File: config.mk
export PLATFORM = sky130hd
export DESIGN_NAME = stream_frame_buffer
export DESIGN_NICKNAME = d
export VERILOG_FILES = /design/src/rtl/stream_frame_buffer_pkg.sv /design/src/rtl/stream_fifo_mem.sv /design/src/rtl/stream_frame_buffer.sv
export SDC_FILE = /design/constraint.sdc
export NUM_CORES = 1
export LEC_CHECK = 0
export ABC_AREA = 0
export CAP_MARGIN = 0
export CORE_AREA = 2 2 126 128
export CTS_BUF_LIST = sky130_fd_sc_hd__clkbuf_4 sky130_fd_sc_hd__clkbuf_8 sky130_fd_sc_hd__clkbuf_16
export DETAILED_ROUTE_END_ITERATION = 6
export DIE_AREA = 0 0 128 130
export GPL_TIMING_DRIVEN = 0
export PLACE_DENSITY_LB_ADDON = 0.3
export REMOVE_ABC_BUFFERS = 1
export SETUP_SLACK_MARGIN = 0.5
export SLEW_MARGIN = 15
export SYNTH_ARGS = -nofsm -noshare
export SYNTH_HDL_FRONTEND = slang
export SYNTH_SLANG_ARGS = --single-unit
File: constraint.sdc
create_clock -name clock -period 4.3 [get_ports clock]
set_input_delay 0.43 -clock clock [delete_from_list [all_inputs] [get_ports clock]]
set_output_delay 0.43 -clock clock [all_outputs]
set_load 0.05 [all_outputs]
File: src/rtl/stream_frame_buffer_pkg.sv
// ============================================================================
// Module : stream_frame_buffer_pkg
// Brief  : Shared byte-stream definitions used by every stage of the stream path.
// Rev    : 1.0  initial release
// ============================================================================
`default_nettype none

package stream_frame_buffer_pkg;

    localparam int STREAM_DATA_WIDTH = 8;
    localparam int STREAM_FIFO_DEPTH = 16;
    localparam int STREAM_ADDR_WIDTH = $clog2(STREAM_FIFO_DEPTH);

endpackage

`default_nettype wire

File: src/rtl/stream_fifo_mem.sv
// ============================================================================
// Module : stream_fifo_mem
// Brief  : DEPTH x WIDTH storage, synchronous write, asynchronous (FWFT) read.
// Rev    : 1.0  initial release
// ============================================================================
`default_nettype none

module stream_fifo_mem
    import stream_frame_buffer_pkg::*;
#(
    parameter int WIDTH      = STREAM_DATA_WIDTH + 1,
    parameter int DEPTH      = STREAM_FIFO_DEPTH,
    parameter int ADDR_WIDTH = STREAM_ADDR_WIDTH
) (
    input  logic                  clock,
    input  logic                  wr_en,
    input  logic [ADDR_WIDTH-1:0] wr_addr,
    input  logic [WIDTH-1:0]      wr_data,
    input  logic [ADDR_WIDTH-1:0] rd_addr,
    output logic [WIDTH-1:0]      rd_data
);

    // No reset: contents are only meaningful between the FIFO pointers.
    logic [WIDTH-1:0] mem_q [0:DEPTH-1];

    always_ff @(posedge clock) begin
        if (wr_en) begin
            mem_q[wr_addr] <= wr_data;
        end
    end

    assign rd_data = mem_q[rd_addr];

endmodule

`default_nettype wire

File: src/rtl/stream_frame_buffer.sv
// ============================================================================
// Module : stream_frame_buffer
// Brief  : Frame-aware FIFO between the byte processor and its sink, with
//          upstream throttling and optional store-and-forward release.
// Rev    : 1.0  initial release
// ============================================================================
`default_nettype none

module stream_frame_buffer
    import stream_frame_buffer_pkg::*;
#(
    parameter int DATA_WIDTH        = STREAM_DATA_WIDTH,
    parameter int DEPTH             = STREAM_FIFO_DEPTH,
    parameter int ADDR_WIDTH        = STREAM_ADDR_WIDTH,
    parameter bit STORE_AND_FORWARD = 1'b1
) (
    input  logic                  clock,
    input  logic                  reset,
    input  logic [DATA_WIDTH-1:0] in_data,
    input  logic                  in_valid,
    input  logic                  in_last,
    output logic                  upstream_enable,
    output logic [DATA_WIDTH-1:0] out_data,
    output logic                  out_valid,
    output logic                  out_last,
    input  logic                  out_ready,
    output logic [ADDR_WIDTH:0]   level,
    output logic [ADDR_WIDTH:0]   frames,
    output logic                  oversize
);

    localparam logic [ADDR_WIDTH:0] LEVEL_FULL = (ADDR_WIDTH + 1)'(DEPTH);

    logic [ADDR_WIDTH-1:0] wr_ptr_q, wr_ptr_d;
    logic [ADDR_WIDTH-1:0] rd_ptr_q, rd_ptr_d;
    logic [ADDR_WIDTH:0]   level_q, level_d;
    logic [ADDR_WIDTH:0]   frames_q, frames_d;
    logic                  release_q, release_d;
    logic                  oversize_q, oversize_d;
    logic                  wr_en, rd_en;
    logic [DATA_WIDTH:0]   rd_entry;

    // Enable comes from registered level only, so a same-cycle pop never reopens a full buffer.
    assign upstream_enable = (level_q != LEVEL_FULL);
    assign wr_en           = in_valid && upstream_enable;
    assign out_valid       = (level_q != '0) &&
                             (!STORE_AND_FORWARD || (frames_q != '0) || release_q);
    assign rd_en           = out_valid && out_ready;

    assign out_data = rd_entry[DATA_WIDTH-1:0];
    assign out_last = rd_entry[DATA_WIDTH];
    assign level    = level_q;
    assign frames   = frames_q;
    assign oversize = oversize_q;

    stream_fifo_mem #(
        .WIDTH      (DATA_WIDTH + 1),
        .DEPTH      (DEPTH),
        .ADDR_WIDTH (ADDR_WIDTH)
    ) u_mem (
        .clock   (clock),
        .wr_en   (wr_en),
        .wr_addr (wr_ptr_q),
        .wr_data ({in_last, in_data}),
        .rd_addr (rd_ptr_q),
        .rd_data (rd_entry)
    );

    always_comb begin
        wr_ptr_d   = wr_ptr_q;
        rd_ptr_d   = rd_ptr_q;
        level_d    = level_q;
        frames_d   = frames_q;
        release_d  = release_q;
        oversize_d = oversize_q;

        if (wr_en) begin
            wr_ptr_d = wr_ptr_q + 1'b1;
        end
        if (rd_en) begin
            rd_ptr_d = rd_ptr_q + 1'b1;
        end

        case ({wr_en, rd_en})
            2'b10:   level_d = level_q + 1'b1;
            2'b01:   level_d = level_q - 1'b1;
            default: level_d = level_q;
        endcase

        case ({wr_en && in_last, rd_en && out_last})
            2'b10:   frames_d = frames_q + 1'b1;
            2'b01:   frames_d = frames_q - 1'b1;
            default: frames_d = frames_q;
        endcase

        // A full buffer holding no frame end can never complete a frame: fall back to cut-through.
        if (STORE_AND_FORWARD) begin
            if ((level_q == LEVEL_FULL) && (frames_q == '0)) begin
                release_d  = 1'b1;
                oversize_d = 1'b1;
            end else if (rd_en && out_last) begin
                release_d = 1'b0;
            end
        end
    end

    always_ff @(posedge clock) begin
        if (reset) begin
            wr_ptr_q   <= '0;
            rd_ptr_q   <= '0;
            level_q    <= '0;
            frames_q   <= '0;
            release_q  <= 1'b0;
            oversize_q <= 1'b0;
        end else begin
            wr_ptr_q   <= wr_ptr_d;
            rd_ptr_q   <= rd_ptr_d;
            level_q    <= level_d;
            frames_q   <= frames_d;
            release_q  <= release_d;
            oversize_q <= oversize_d;
        end
    end

endmodule

`default_nettype wire

Yosys cells after proc, flatten, opt, wreduce, memory -nomap -nowiden
Memories as Yosys holds them, arrays and structs flattened. A register that Yosys moved wholly into a read port is not among the register bits. Cells that the tools add are included.

Add/sub/neg operators: 6. Equal/unequal tests: 6. Multiplexer cells: 8. Reductions and logical operators: 13.

Operators with widths (number): 5-bit case mux with 2 select lines (2); 5-bit by 1-bit adder with 5-bit output (second input constant) (2); 5-bit nonzero test (2); 5-bit by 1-bit subtractor with 5-bit output (second input constant) (2); 4-bit by 1-bit adder with 4-bit output (second input constant) (2); 4-bit 2-to-1 mux (2); 1-bit logical AND (6); 2-bit nonzero test (3); 5-bit == test (second input constant) (1); 5-bit zero test (1); 5-bit != test (second input constant) (1); 2-bit by 1-bit == test with 1-bit output (second input constant) (2); 2-bit == test (second input constant) (2); 1-bit 2-to-1 mux (4); 1-bit logical OR (1).

Flip-flop bits (word level): 20. RAM bits: 144. Bits of input ports: 13. Output and inout port bits: 22. Word-level logic and storage cells: 40. Memories: 1.

Memories: u_mem.mem_q (words 16, width 9, rd ports 1, clocked after Yosys merged registers in 1, write ports 1, RTL line stream_fifo_mem.sv:24) `logic [WIDTH-1:0] mem_q [0:DEPTH-1];`.

Depth between registers and ports, before layout
Gate-level depths: netlist of the first run.

Word-level depth: 7. Depth in mapped cells: 12. Depth with buffers taken out: 11.

By module
Synthesis of the first run repeated with hierarchy kept, for this count alone.

Cell total of the unflattened synthesis: 388. Area total of the unflattened synthesis: 6826.5 um2.

Modules (own cells, without submodules): stream_fifo_mem (times used 1, cells an instance 245, area an instance 5600.4 um2, seq. area each 4324.1 um2); stream_frame_buffer (times used 1, cells an instance 143, area an instance 1226.2 um2, seq. area each 400.4 um2).

Worst setup path after synthesis of the first run
Ideal clock, no wire load.

Path kind: reg2reg. From: reg frames_q[2], in the netlist frames[2]. To: reg frames_q[4], in the netlist frames[4]. Library setup time: 0.071 ns. Data arrival time: 3.528 ns. Required time: 4.229 ns. Path slack: 0.701 ns. Cell stages (with the launch flop): 13. Buffers on the path: 1. Clock period less this slack: 3.599 ns. Cell sequence: dfxtp_1 -> or4_4 -> o32a_2 -> and2_4 -> buf_6 -> and2_2 -> ha_1 -> fa_1 -> a21o_1 -> a21oi_1 -> xor2_1 -> or3_1 -> a21oi_1.

Word-level cells in the longest chain between the ends: 7. Elaborated cells between the ends (all ways): 11. Those cells by class: add/sub: 2; eq/ne: 2; mux: 1; reduce/logical: 6.

RTL lines: from (decl) (RTL line stream_frame_buffer.sv:37) `logic [ADDR_WIDTH:0] frames_q, frames_d;`; from (signal assigned) (RTL line stream_frame_buffer.sv:119) `frames_q <= frames_d;`; 5-bit nonzero test * (RTL line stream_frame_buffer.sv:47) `(!STORE_AND_FORWARD || (frames_q != '0) || release_q);`; 1-bit logical OR * (RTL line stream_frame_buffer.sv:47); 1-bit logical AND * (RTL line stream_frame_buffer.sv:46) `assign out_valid = (level_q != '0) &&`; via out_valid (RTL line stream_frame_buffer.sv:24) `output logic out_valid,`; 1-bit logical AND * (RTL line stream_frame_buffer.sv:48) `assign rd_en = out_valid && out_ready;`; via rd_en (RTL line stream_frame_buffer.sv:40) `logic wr_en, rd_en;`; 1-bit logical AND * (RTL line stream_frame_buffer.sv:90) `case ({wr_en && in_last, rd_en && out_last})`; 2-bit by 1-bit == test with 1-bit output or 2-bit == test (tied branches) (RTL line stream_frame_buffer.sv:90); 5-bit case mux with 2 select lines or 2-bit nonzero test (tied branches).

The timed path passes the listed nets; every way through them passes the cells marked *. A chain may end at the register's enable or synchronous reset.

==> results of run 1 <==
## power groups by stage
stage	Combinational (mW)	Sequential, mW	Clock [mW]
2_1_floorplan	0.184	1.89	0
3_3_place_gp	0.306	1.88	0
3_5_place_dp	0.340	1.86	0
4_1_cts	0.341	1.82	1.63
5_1_grt	0.365	1.83	1.69
6_report	0.335	1.82	1.60
## cells in the final DEF (no fill, tap or decap), drive strengths merged, types with 6 or more instances in the layout
master,netlist,layout
buf,8,6
clkdlybuf4s50,0,34
ha,13,13
inv,8,12
nand2,7,7
mux2i,7,7
mux4,44,44
nor2,32,32
dfxtp,24,24
clkinv,0,6
edfxtp,144,144
clkbuf,9,17
xor2,7,7
a21oi,12,12
## synth_stat cells (2+ instances only)
master / n
a21o_1: 3
a21oi_1: 11
and3_1: 2
buf_1: 2
buf_2: 5
clkbuf_1: 9
dfxtp_1: 24
edfxtp_1: 144
fa_1: 2
ha_1: 13
inv_1: 8
mux2i_1: 7
mux4_2: 44
nand2_1: 7
nand2b_1: 2
nand3_1: 2
nor2_1: 32
nor2b_1: 2
nor3_1: 5
o21ai_0: 2
or4_1: 2
xnor2_1: 5
xor2_1: 7
## logic make-up after synthesis
kind of cell             Yosys count  share of synthesized area, %
multiplexers                      51                         15.83
buffers and inverters             25                         1.606
AO/OA/AOI/OAI                     21                         1.979
adder cells (fa/ha/maj)           15                         3.025
flip-flops                       168                         71.70
XOR/XNOR                          12                         1.568
AND/OR/NAND/NOR                   61                         4.294
## repair_timing
item / in CTS / in global routing
resized for setup: 0 / 1
hold buffers: 0 / 0
buffers inserted: 0 / 0
setup endpoints to repair: 0 / 1
## state kept, by name (all words and copies together) (netlist names), named ones only
name and flops:
rd_ptr_q 4, frames 5, level 5, u_mem.mem_q 144, release_q 1, wr_ptr_q 4
oversize 1
## worst paths after layout
kind	slack [ns]	end	start	depth (start not counted)
setup / recovery	0.74	frames[4]$_SDFFE_PP0P_	register	12
hold / removal	0.46	oversize$_SDFFE_PP0P_	oversize$_SDFFE_PP0P_	2
setup reg to reg	0.74	frames[4]$_SDFFE_PP0P_	register	12
hold reg to reg	0.46	oversize$_SDFFE_PP0P_	oversize$_SDFFE_PP0P_	2
## layout make-up
class | instances | area, um2 | share of cell area (%)
Clock buffer | 17 | 425.4 | 5.340
Clock inverter | 15 | 197.7 | 2.482
Inverter | 8 | 30.03 | 0.3769
Multi-Input combinational cell | 160 | 1829 | 22.96
Sequential cell | 168 | 4811 | 60.39
Tap cell | 192 | 240.2 | 3.016
Timing Repair Buffer | 40 | 432.9 | 5.434
## worst max-delay path, delay by kind of cell (launching register included)
kind	cells	cell delay [ns]
buf+inv	1	0.27
flops	1	0.42
xor+xnor	1	0.10
fa+ha+maj	2	0.72
mux	3	0.90
simple gates	2	0.55
compound gates	3	0.50
## layer usage
layer,part of all wire [%],global-route usage (%)
met1,43,23.79
met2,48,27.74
met3,7.9,4.346
met4,1.0,5.495
met5,0,0
## per-stage QoR
| step | setup WS, ns | util [%] |
|---|---|---|
| 6_report | 0.7387 | 51.65 |
| 5_1_grt | 0.5572 | 51.65 |
| 4_1_cts | 0.5503 | 51.64 |
| 3_5_place_dp | 0.5840 | 47.60 |
| 3_3_place_gp | -1.026 | 46.71 |
| 2_1_floorplan | -0.4295 | - |
==> reports/summary.log, run 1 <==
[power_and_ir_drop] Pwr per Cell Area 471.2 nW/um2
[logic_synthesis] most frequently used flop master after synthesis edfxtp_1
[cts] root cell of the clock tree clkbuf_16
[cts] clock net sink count 168
[cts] buffer depth of the longest clock path 2
[timing] total negative setup slack 0 ns
[power_and_ir_drop] sum of internal, switching and leakage power 3.754 mW
[placement] dpl cells 568
[worst_setup_path] CP max stage delay 0.54 ns
[logic_synthesis] mean post-synth cell area 18.98 um2
[global_routing] number of antenna violations at the first check in global routing 0
[timing] final-report hold violation count 0
[timing] unrepaired setup endpoints after global routing no
[cts] clock network latency to the later pin of the worst-skew pair 0.42 ns
[placement] GP Congestion 0.7148
[die] I/O pin count 35
[timing] number of max-slew violations in the final report 0
[die] placeable core region 15420 um2
[final_layout] post-route design area 7966 um2
[logic_synthesis] portion of synthesized cell area occupied by the leading cell type 64.53%
[cts] number of buffers created by CTS 17
[die] die span in x 128 um
[timing] normalized max-slew margin 22.45%
[die] count of standard-cell rows 46
[routing] wire length per cell 21.70 um
[power_and_ir_drop] fraction of power spent switching nets 22.26%
[worst_setup_path] CP Max Fanout 32
[routing] DR DRC count 0
[timing] achievable frequency 0.2808 GHz
[power_and_ir_drop] Lkg Pwr 2.579 nW
[logic_synthesis] top post-synthesis cells by area edfxtp_1 (65%), mux4_2 (15%), dfxtp_1 (7.2%)
[power_and_ir_drop] peak supply drop 0.2676 mV
[cts] clock tree from TritonCTS yes
[worst_setup_path] required time reported for the critical path endpoint 4.63 ns
[timing] setup-violating endpoint count in the final report 0
[final_layout] number of standard cells in the layout, taps in and fillers out 600
[timing] final critical-path required period 3.561 ns
[routing] routed wire length 13.02 mm
[power_and_ir_drop] portion of total power attributed to sequential cells 48.6%
[power_and_ir_drop] internal power 2.918 mW
[logic_synthesis] share of flip-flops with an asynchronous set or reset 0%
[min_path] worst min path class reg2reg
[placement] Placement Cell Area 7342 um2
[final_layout] share of layout cells above drive strength 1 24.26%
[final_layout] Inserted Diodes 0
[logic_synthesis] Yosys Warn Count 0
[logic_synthesis] count of flip-flops with a built-in enable after synthesis 144
[logic_synthesis] post-synthesis instance total 353
[logic_synthesis] portion of the post-synthesis area used by sequential elements 71.70%
[global_routing] pin count of the biggest net entering global routing 33
[global_routing] remaining global-route overflow 0
[logic_synthesis] count of unique library cells instantiated by Yosys 36
[routing] starting DRC count in detailed routing 335
[timing] post-route fraction of the period consumed by the critical path 82.82%
[worst_setup_path] data arrival time of the critical path 3.89 ns
[worst_setup_path] class of the most critical setup path reg2reg
[routing] total via count in the routed design 3269
[final_layout] Final nets 423
[status] run status completed
[global_routing] combined global-route utilization of all metal layers 17.36%
[timing] maximum clock skew at final layout 0.006918 ns
[worst_setup_path] crit-path cells buf_16 > mux4_2 > mux2i_1 > mux2i_1 > and2_2 > ha_1 > fa_1 > a21o_1 > a21oi_1 > xor2_1 > or3_1 > a21oi_1
[global_routing] wire length of the first global-routing pass 20.52 mm
[logic_synthesis] flop and latch count out of synthesis 168
[worst_setup_path] critical path launch point type register
[die] height of the die 130 um
[logic_synthesis] area of the mapped netlist 6701 um2
[placement] buffers added on ports 34
[routing] vias per std cell 5.448
[routing] number of nets with antenna violations after detailed routing 0
[routing] number of optimization iterations in the first detailed-route pass 4
[final_layout] count of fill cells added during filler insertion 1251
[placement] post-DP HPWL 7.716 mm
[cts] Max H-tree Level 4
[power_and_ir_drop] Comb power frac 8.9%
[job] Maximum Capacitance Violations 0
[power_and_ir_drop] NetSw 0.8355 mW
[cts] clock-pin transition on the worst setup and hold timing paths 0.06 ns
[timing] worst-case hold slack 0.4593 ns
[worst_setup_path] Critical Path Sink Type register
[die] die area 16640 um2
[final_layout] synthesis-to-finish area growth 18.88%
[power_and_ir_drop] fraction of power consumed by the clock network 42.5%
[die] starting density of the core 43.45%
[worst_setup_path] cell with the largest stage delay on the worst path mux4_2
[global_routing] number of global-route vias before repair 3533
[logic_synthesis] cell taking the most area after synthesis edfxtp_1
[timing] Worst-Margin Slew 1.159 ns
Note: power is estimated with default switching activity, not from simulation.
==> run 2: changes to the inputs <==
==> constraint.sdc (replaced) <==
create_clock -name clock -period 2.9 [get_ports clock]
set_input_delay 0.29 -clock clock [delete_from_list [all_inputs] [get_ports clock]]
set_output_delay 0.29 -clock clock [all_outputs]
set_load 0.05 [all_outputs]
==> run 2 against run 1 <==
Net effect: the run now ends with negative setup slack left; clock skew grew 0.0015 ns; routed wire length grew 5.6%; register-to-register slack got worse by 0.84 ns; maximum frequency is 19% higher; critical path depth decreased by 1; setup slack got worse by 0.84 ns; sequential share of layout area is 3.6 points lower; die area unchanged; clock power up 49%; via count up 4.0%; sequential power grew 48%; final cell count up 3.8%; highest routed layer unchanged.
==> reports/summary.log, run 2 (same netlist as run 1, synthesis figures left out) <==
[status] run status finished, violations left
[status] failing checks negative setup slack
[cts] clock net sink count 168
[timing] final critical-path required period 3.004 ns
[timing] total negative setup slack -0.1374 ns
[worst_setup_path] Critical Path Sink Type register
[worst_setup_path] critical path launch point type register
[timing] final worst setup slack -0.1042 ns
[job] Maximum Capacitance Violations 0
[timing] achievable frequency 0.3329 GHz
[global_routing] number of antenna violations at the first check in global routing 0
[die] placeable core region 15420 um2
[final_layout] most frequent standard cell in the layout excluding fill and tap cells edfxtp_1
[routing] total via count in the routed design 3401
[final_layout] commonest cells after routing, fill and taps aside edfxtp_1 (144), mux4_2 (44), clkdlybuf4s50_1 (24)
[worst_setup_path] required time reported for the critical path endpoint 3.23 ns
[power_and_ir_drop] Lkg Pwr 2.758 nW
[routing] DR DRC count 0
[die] height of the die 130 um
[worst_setup_path] dominant delay contributor by cell family on the critical path simple AND/OR/NAND/NOR gates
[final_layout] post-route design area 8492 um2
[routing] number of nets with antenna violations after detailed routing 0
[placement] GP Congestion 0.7148
[worst_setup_path] Buf+Inv Stages, Crit Path 0
[final_layout] share of layout cells above drive strength 1 36.66%
[worst_setup_path] CP max stage delay 0.53 ns
[final_layout] Biggest register u_mem.mem_q
[final_layout] register cell area after layout 4821 um2
[cts] clock-pin transition on the worst setup and hold timing paths 0.06 ns
[die] I/O pin count 35
[cts] clock tree from TritonCTS yes
[timing] setup-violating endpoint count in the final report 2
[placement] buffers added on ports 34
[final_layout] Final nets 446
[cts] buffer depth of the longest clock path 2
[cts] Max H-tree Level 4
[timing] Worst-Margin Slew 0.7836 ns
[final_layout] max reg flops 144
[timing] unrepaired setup endpoints after global routing yes
[worst_setup_path] cell with the largest stage delay on the worst path or4_4
[worst_setup_path] dominant cell type by count on the critical path and2_4
[global_routing] number of global-route vias before repair 3635
[timing] final-report hold violation count 0
[cts] clock network latency to the later pin of the worst-skew pair 0.42 ns
[power_and_ir_drop] sum of internal, switching and leakage power 5.724 mW
[worst_setup_path] CP Max Fanout 4
[die] count of standard-cell rows 46
[cts] root cell of the clock tree clkbuf_16
[routing] number of optimization iterations in the first detailed-route pass 4
[global_routing] wire length of the first global-routing pass 21.27 mm
[die] die span in x 128 um
[power_and_ir_drop] peak supply drop 0.3938 mV
[global_routing] remaining global-route overflow 0
[timing] post-route fraction of the period consumed by the critical path 103.6%
[min_path] worst min path class reg2reg
[die] starting density of the core 43.45%
[final_layout] synthesis-to-finish area growth 26.72%
[cts] number of buffers created by CTS 17
[final_layout] Inserted Diodes 0
[worst_setup_path] class of the most critical setup path reg2reg
[routing] vias per std cell 5.459
[timing] number of max-slew violations in the final report 0
[routing] starting DRC count in detailed routing 348
[final_layout] count of fill cells added during filler insertion 1206
[timing] maximum clock skew at final layout 0.008448 ns
[final_layout] total area of multi-input combinational cells 2027 um2
[placement] Placement Cell Area 7342 um2
[global_routing] pin count of the biggest net entering global routing 24
[placement] post-DP HPWL 7.716 mm
[timing] normalized max-slew margin 47.59%
[placement] worst setup timing slack at the placement stage -0.8160 ns
[die] die area 16640 um2
[routing] wire length per cell 22.08 um
[routing] routed wire length 13.76 mm
[worst_setup_path] data arrival time of the critical path 3.33 ns
[worst_setup_path] crit-path cells or4_4 > o32a_4 > and2_4 > and2_4 > ha_4 > fa_2 > a21o_1 > a21oi_2 > xor2_1 > or3_1 > a21oi_1
[global_routing] combined global-route utilization of all metal layers 17.94%
[final_layout] fin util 55.05%
[power_and_ir_drop] Pwr per Cell Area 674.1 nW/um2
[run 2: cell types whose count changed in the layout (fill, tap and decap cells not counted), moves of 4 or more]
cell	previous run	this run
buf_4	0	11
buf_6	4	10
buf_8	0	10
clkdlybuf4s50_1	34	24
dfxtp_1	21	17
ha_1	13	9
nor2_1	24	20
nor2_2	8	0
nor2_4	0	12
[run 2: final cells by class]
cell class              instances  share of cell area (%)
multi-input cells             160                   23.87
flip-flops and latches        168                   56.77
inverters                       8                  0.3536
repair buffers                 63                   8.840
well taps                     192                   2.829
clock inverters                15                   2.328
clock buffers                  17                   5.010
[run 2: worst paths after layout]
path                                              from                     end  depth (start not counted)  slack (ns)
worst min-delay path             oversize$_SDFFE_PP0P_   oversize$_SDFFE_PP0P_                          2        0.46
worst max register to register  frames[2]$_SDFFE_PP0P_  frames[4]$_SDFFE_PP0P_                         11       -0.10
worst min register to register   oversize$_SDFFE_PP0P_   oversize$_SDFFE_PP0P_                          2        0.46
worst max-delay path            frames[2]$_SDFFE_PP0P_  frames[4]$_SDFFE_PP0P_                         11       -0.10
[run 2: layer usage]
layer | GRT usage, % | share of wire (%) | up-vias
met5 | 0 | 0 | -
met4 | 5.365 | 0.89 | 0
met1 | 24.30 | 44 | 1758
li1 | - | - | 1543
met3 | 4.346 | 4.6 | 10
met2 | 29.25 | 51 | 90
[run 2: worst reg2reg max path, cell delays in order, from the launching register on]
cell	delay, ns
dfxtp_2	0.32
or4_4	0.53
o32a_4	0.37
and2_4	0.18
and2_4	0.16
ha_4	0.17
fa_2	0.35
a21o_1	0.18
a21oi_2	0.14
xor2_1	0.09
or3_1	0.30
a21oi_1	0.12
[run 2: power breakdown]
part | leakage, nW | total (mW) | switching, mW | internal, mW
logic | 0.958 | 0.644 | 0.328 | 0.317
clock network | 0.300 | 2.38 | 0.930 | 1.45
registers | 1.50 | 2.70 | 0.0365 | 2.67
total | 2.76 | 5.72 | 1.29 | 4.43
[run 2: through the flow]
step / instances / hold WS [ns]
floorplan: 336 / 0.3524
global route: 623 / 0.4859
finish: 623 / 0.4620
global placement: 562 / 0.4372
detailed placement: 568 / 0.4488
CTS: 615 / 0.4609
[run 2: timing repair]
action,CTS,global route
hold buffers,0,0
setup buffers,14,7
pin swaps,10,4
setup endpoints to repair,141,86
resized for setup,118,23
hold endpoints to repair,0,0
cloned,1,1
